[src/rtl/bram_arbiter.sv]
// Two-port arbiter in front of the single-port byte-enabled bram: fetch port A (read-only), data port B (read/write).
// Optional A starvation guard compiled in with `define BRAM_ARB_STARVE_EN.
module bram_arbiter #(
  parameter int unsigned ADDR_WIDTH = 12,
  parameter int unsigned MAX_WAIT   = 4
) (
  input  logic                  clk,
  input  logic                  reset,
  input  logic                  a_req,
  input  logic [ADDR_WIDTH-3:0] a_addr,
  output logic                  a_gnt,
  output logic                  a_rvalid,
  output logic [31:0]           a_rdata,
  input  logic                  b_req,
  input  logic [ADDR_WIDTH-3:0] b_addr,
  input  logic [3:0]            b_we,
  input  logic [31:0]           b_wdata,
  output logic                  b_gnt,
  output logic                  b_rvalid,
  output logic [31:0]           b_rdata,
  output logic [ADDR_WIDTH-3:0] mem_addr,
  output logic [3:0]            mem_cs_n,
  output logic [3:0]            mem_we_n,
  output logic [31:0]           mem_wdata,
  input  logic [31:0]           mem_rdata
);

  typedef struct packed {
    logic vld;
    logic owner_b;
  } rtag_t;

  logic  w_a_pri;
  logic  w_a_gnt;
  logic  w_b_gnt;
  logic  w_b_wr;
  logic  w_a_rvalid;
  logic  w_b_rvalid;
  rtag_t r_rtag;
  logic [31:0] r_a_hold;
  logic [31:0] r_b_hold;

`ifdef BRAM_ARB_STARVE_EN
  localparam int unsigned WAIT_W = (MAX_WAIT < 1) ? 1 : $clog2(MAX_WAIT + 1);
  localparam logic [WAIT_W-1:0] WAIT_MAX = WAIT_W'(MAX_WAIT);

  logic [WAIT_W-1:0] r_wait_a;

  // NOTE: reset is synchronous, so it lives inside the clocked branch; all state uses <= to avoid ordering races.
  always_ff @(posedge clk) begin
    if (reset) begin
      r_wait_a <= '0;
    end else if (a_req && !w_a_gnt) begin
      if (r_wait_a != WAIT_MAX) r_wait_a <= r_wait_a + WAIT_W'(1);
    end else begin
      r_wait_a <= '0;
    end
  end

  assign w_a_pri = (r_wait_a == WAIT_MAX);
`else
  assign w_a_pri = 1'b0;
`endif

  // B wins by default; A wins only once its wait counter has saturated.
  assign w_b_gnt = !reset && b_req && !(a_req && w_a_pri);
  assign w_a_gnt = !reset && a_req && !w_b_gnt;
  assign w_b_wr  = |b_we;

  assign a_gnt = w_a_gnt;
  assign b_gnt = w_b_gnt;

  // NOTE: every output gets an idle default first so no path through this block can infer a latch.
  always_comb begin
    mem_addr  = '0;
    mem_cs_n  = 4'b1111;
    mem_we_n  = 4'b1111;
    mem_wdata = '0;
    if (w_a_gnt) begin
      mem_addr = a_addr;
      mem_cs_n = 4'b0000;
    end else if (w_b_gnt) begin
      mem_addr = b_addr;
      if (w_b_wr) begin
        mem_cs_n  = ~b_we;
        mem_we_n  = ~b_we;
        mem_wdata = b_wdata;
      end else begin
        mem_cs_n = 4'b0000;
      end
    end
  end

  always_ff @(posedge clk) begin
    if (reset) begin
      r_rtag <= '0;
    end else begin
      r_rtag.vld     <= w_a_gnt || (w_b_gnt && !w_b_wr);
      r_rtag.owner_b <= w_b_gnt;
    end
  end

  // Gating with reset drops a return whose grant preceded a reset cycle.
  assign w_a_rvalid = r_rtag.vld && !r_rtag.owner_b && !reset;
  assign w_b_rvalid = r_rtag.vld &&  r_rtag.owner_b && !reset;

  always_ff @(posedge clk) begin
    if (reset) begin
      r_a_hold <= '0;
      r_b_hold <= '0;
    end else begin
      if (w_a_rvalid) r_a_hold <= mem_rdata;
      if (w_b_rvalid) r_b_hold <= mem_rdata;
    end
  end

  assign a_rvalid = w_a_rvalid;
  assign b_rvalid = w_b_rvalid;
  assign a_rdata  = w_a_rvalid ? mem_rdata : r_a_hold;
  assign b_rdata  = w_b_rvalid ? mem_rdata : r_b_hold;

endmodule

[config.mk]
export PLATFORM = sky130hd
export DESIGN_NAME = bram_arbiter
export DESIGN_NICKNAME = d
export VERILOG_FILES = /design/src/rtl/bram_arbiter.sv
export SDC_FILE = /design/constraint.sdc
export NUM_CORES = 1
export LEC_CHECK = 0
export BUFFER_PORTS_ARGS = -buffer_cell sky130_fd_sc_hd__buf_2
export CORE_MARGIN = 8
export CORE_UTILIZATION = 40
export DETAILED_ROUTE_END_ITERATION = 10
export PLACE_DENSITY = 0.79
export SYNTH_ARGS = -nofsm -noshare
export SYNTH_HDL_FRONTEND = slang
export SYNTH_SLANG_ARGS = --single-unit
[constraint.sdc]
create_clock -name clk -period 2.3 [get_ports clk]
set_input_delay 0.115 -clock clk [delete_from_list [all_inputs] [get_ports clk]]
set_output_delay 0.115 -clock clk [all_outputs]
set_load 0.1 [all_outputs]
==> flow_summary_export.csv <==
group,metric,value,unit
status,outcome,"finished clean",
sta,finalSetupViolCount,0,
finish,nets,712,
detailed_routing,detailedRoute.firstIterationViolations,130,
detailed_routing,drt_first_pass_iters,4,
synth,number_of_storage_elements_in_the_synthesis_netlist,66,
clock_tree,numCtsBuffers,9,
clock_tree,ctsRootBufferMaster,"clkbuf_8",
placed_design,gpl.final_weighted_congestion,0.816,
grt,groute.usage.overall,0.203,
job,max_cap_violation_count,0,
synth,post_synth_inst_count,422,
grt,vias_in_the_first_global_route,3691,
setup_path,timing.critical_path.cells,"nor3b_4 -> buf_4 -> mux2_2 -> buf_2",
die,floorplan.rows,34,
power,power.total,3.31,mW
clock_tree,cts.hold.buffers_added,0,
detailed_routing,postRouteWirelength,12.7,mm
placed_design,dp_hpwl,10.1,mm
die,design.portCount,210,
synth,synth_sequential_area_ratio,0.381,
setup_path,cp_data_required_time,2.18,ns
synth,netlist-cell-type-count,24,
detailed_routing,detail_route.vias_per_cell,5.05,
die,dieArea,11900,um2
grt,grt_antenna_before_repair,0,
finish,area.growth.synth_to_final,62.7,%
die,chipHeight,109,um
power,leakage_power,2.59,nW
die,starting_density,0.406,
setup_path,path_class,"register to output port",
finish,fin_cells,733,
finish,fill_cells,699,
sta,clock-skew-final,0.00492,ns
setup_path,cp.arrival,2.04,ns
power,power-per-cell-area,587,nW/um2
clock_tree,cts_buffer_depth,2,
placed_design,dpl.cell_count,717,
finish,layout.cells.most_common_list,"nand2_1 (133), buf_2 (127), dfxtp_1 (65)",
die,core_area,8550,um2
detailed_routing,wire_per_inst,17.3,um
grt,grt_max_degree,46,
finish,drive_gt1_frac,0.483,
clock_tree,clock_sink_count,66,
finish,layout.cell_area.non_filler,5640,um2
sta,rsz0062_at_grt,"no",
min_path,worst_hold_path_type,"primary input to register",
sta,report.final.hold_viol_count,0,
synth,number_of_nets_produced_by_synthesis,514,
setup_path,critPathTopFamily,"buffers and inverters",
detailed_routing,detail-route-antenna-nets,0,
die,die_width,109,um
grt,overflow,0,
finish,insertedDiodeCount,0,
power,worst_ir_drop_vdd,0.346,mV
clock_tree,h-tree-depth,3,
setup_path,cp_slowest_stage_delay,0.45,ns
clock_tree,path_clk_slew,0.07,ns
sta,timing.max_slew.rel_slack,0.537,
sta,finalMaxSlewViolations,0,
clock_tree,postCtsSetupRepairBufs,0,
placed_design,post_detailed_placement_cell_area,5380,um2
setup_path,crit_buf_inv,2,
finish,final_core_util,0.660,
detailed_routing,drc,0,
sta,final.period_utilization,0.939,
clock_tree,cts_tree,"done",
synth,netlist_area,3470,um2
setup_path,cp_slowest_cell,"dfxtp_1",
clock_tree,insertion_delay,0.34,ns
detailed_routing,vias,3704,
sta,fmaxAchievable,463,MHz
setup_path,endpoint_kind,"output port",
sta,post-route-min-period,2.16,ns
setup_path,setup.worst_path.start_class,"register",
sta,worstMarginPinSlew,0.694,ns
setup_path,critical_path_fanouts_max,22,
grt,grt_pass1_wl,18.9,mm
finish,mostFrequentLayoutCell,"nand2_1",
placed_design,io_buffer_count,209,
synth,yosys_warnings,0,
synth,synth.avg_cell_area,8.22,um2
==> cell usage after synthesis (all sizes together) <==
cell,count,area share
a21o,1,0.0022
a21oi,64,0.092
a22o,10,0.025
and2,33,0.060
and2b,1,0.0022
buf,23,0.038
clkbuf,11,0.013
dfxtp,66,0.38
inv,1,0.0011
mux2,64,0.21
nand2,133,0.14
nand2b,1,0.0018
nand3b,1,0.0058
nor2,2,0.0022
nor2b,3,0.0054
nor3b,2,0.0076
nor4,1,0.0036
o21ai,4,0.0058
or2b,1,0.0022
==> cell type report <==
| class | instances | area (um2) | share of cell area |
|---|---|---|---|
| clock inverter | 5 | 53.8 | 0.00953 |
| sequential | 66 | 1320 | 0.234 |
| inverter | 1 | 3.75 | 0.000665 |
| tap | 108 | 135 | 0.0239 |
| clock buffer | 11 | 141 | 0.0250 |
| timing repair buffer | 221 | 2020 | 0.357 |
| multi-input combinational | 321 | 1970 | 0.349 |
==> per-layer routing <==
layer  vias up  part of all wire  GRT usage
li1       1800                 -          -
met1      1700              0.33      0.195
met2       176              0.53      0.373
met3        28              0.11     0.0810
met4         0             0.030     0.0948
met5         -                 0          0
==> tightest hold or removal path, delay by kind of cell <==
| family | cells | cell delay [ns] |
|---|---|---|
| buf+inv | 1 | 0.12 |
| compound gates | 1 | 0.05 |
| simple gates | 1 | 0.05 |
==> sequential cells by signal (all words and copies together), names as in the netlist <==
register / count
r_a_hold: 32
r_b_hold: 32
r_rtag: 2
==> logic make-up after synthesis <==
logic type,after synthesis,synth area share
AOI/OAI and AO/OA,79,0.126
and+or+nand+nor,178,0.234
DFF,66,0.381
buffers and inverters,35,0.0516
muxes,64,0.208
==> what timing repair did <==
item,CTS,global route
hold endpoints to repair,0,0
endpoints found under the setup margin,0,32
resized for setup,0,30
==> per-stage QoR <==
step | worst slack [ns] | hold slack [ns] | setup TNS [ns]
after floorplan | -0.545 | 0.243 | -2.18
after global placement | 0.482 | 0.382 | 0
after detailed placement | 0.401 | 0.388 | 0
after CTS | 0.0291 | 0.0198 | 0
after global routing | 0.0299 | 0.0274 | 0
final | 0.141 | 0.0367 | 0
==> final timing paths <==
check	start	to	slack, ns	depth (start not counted)
worst max-delay path	r_rtag[1]	a_rdata[23]	0.14	4
worst min-delay path	mem_rdata[13]	r_b_hold[13]	0.04	3
worst max register to register	r_rtag[1]	r_a_hold[26]	0.66	4
worst min register to register	r_a_hold[23]	r_a_hold[23]	0.45	2
==> report_power, final <==
part	total, mW	internal, mW	leakage [nW]	switching [mW]
Sequential	1.19	1.17	0.535	0.0181
Clock	0.967	0.527	0.103	0.440
Combinational	1.15	0.335	1.95	0.819
(Power assumes the default switching activity.)
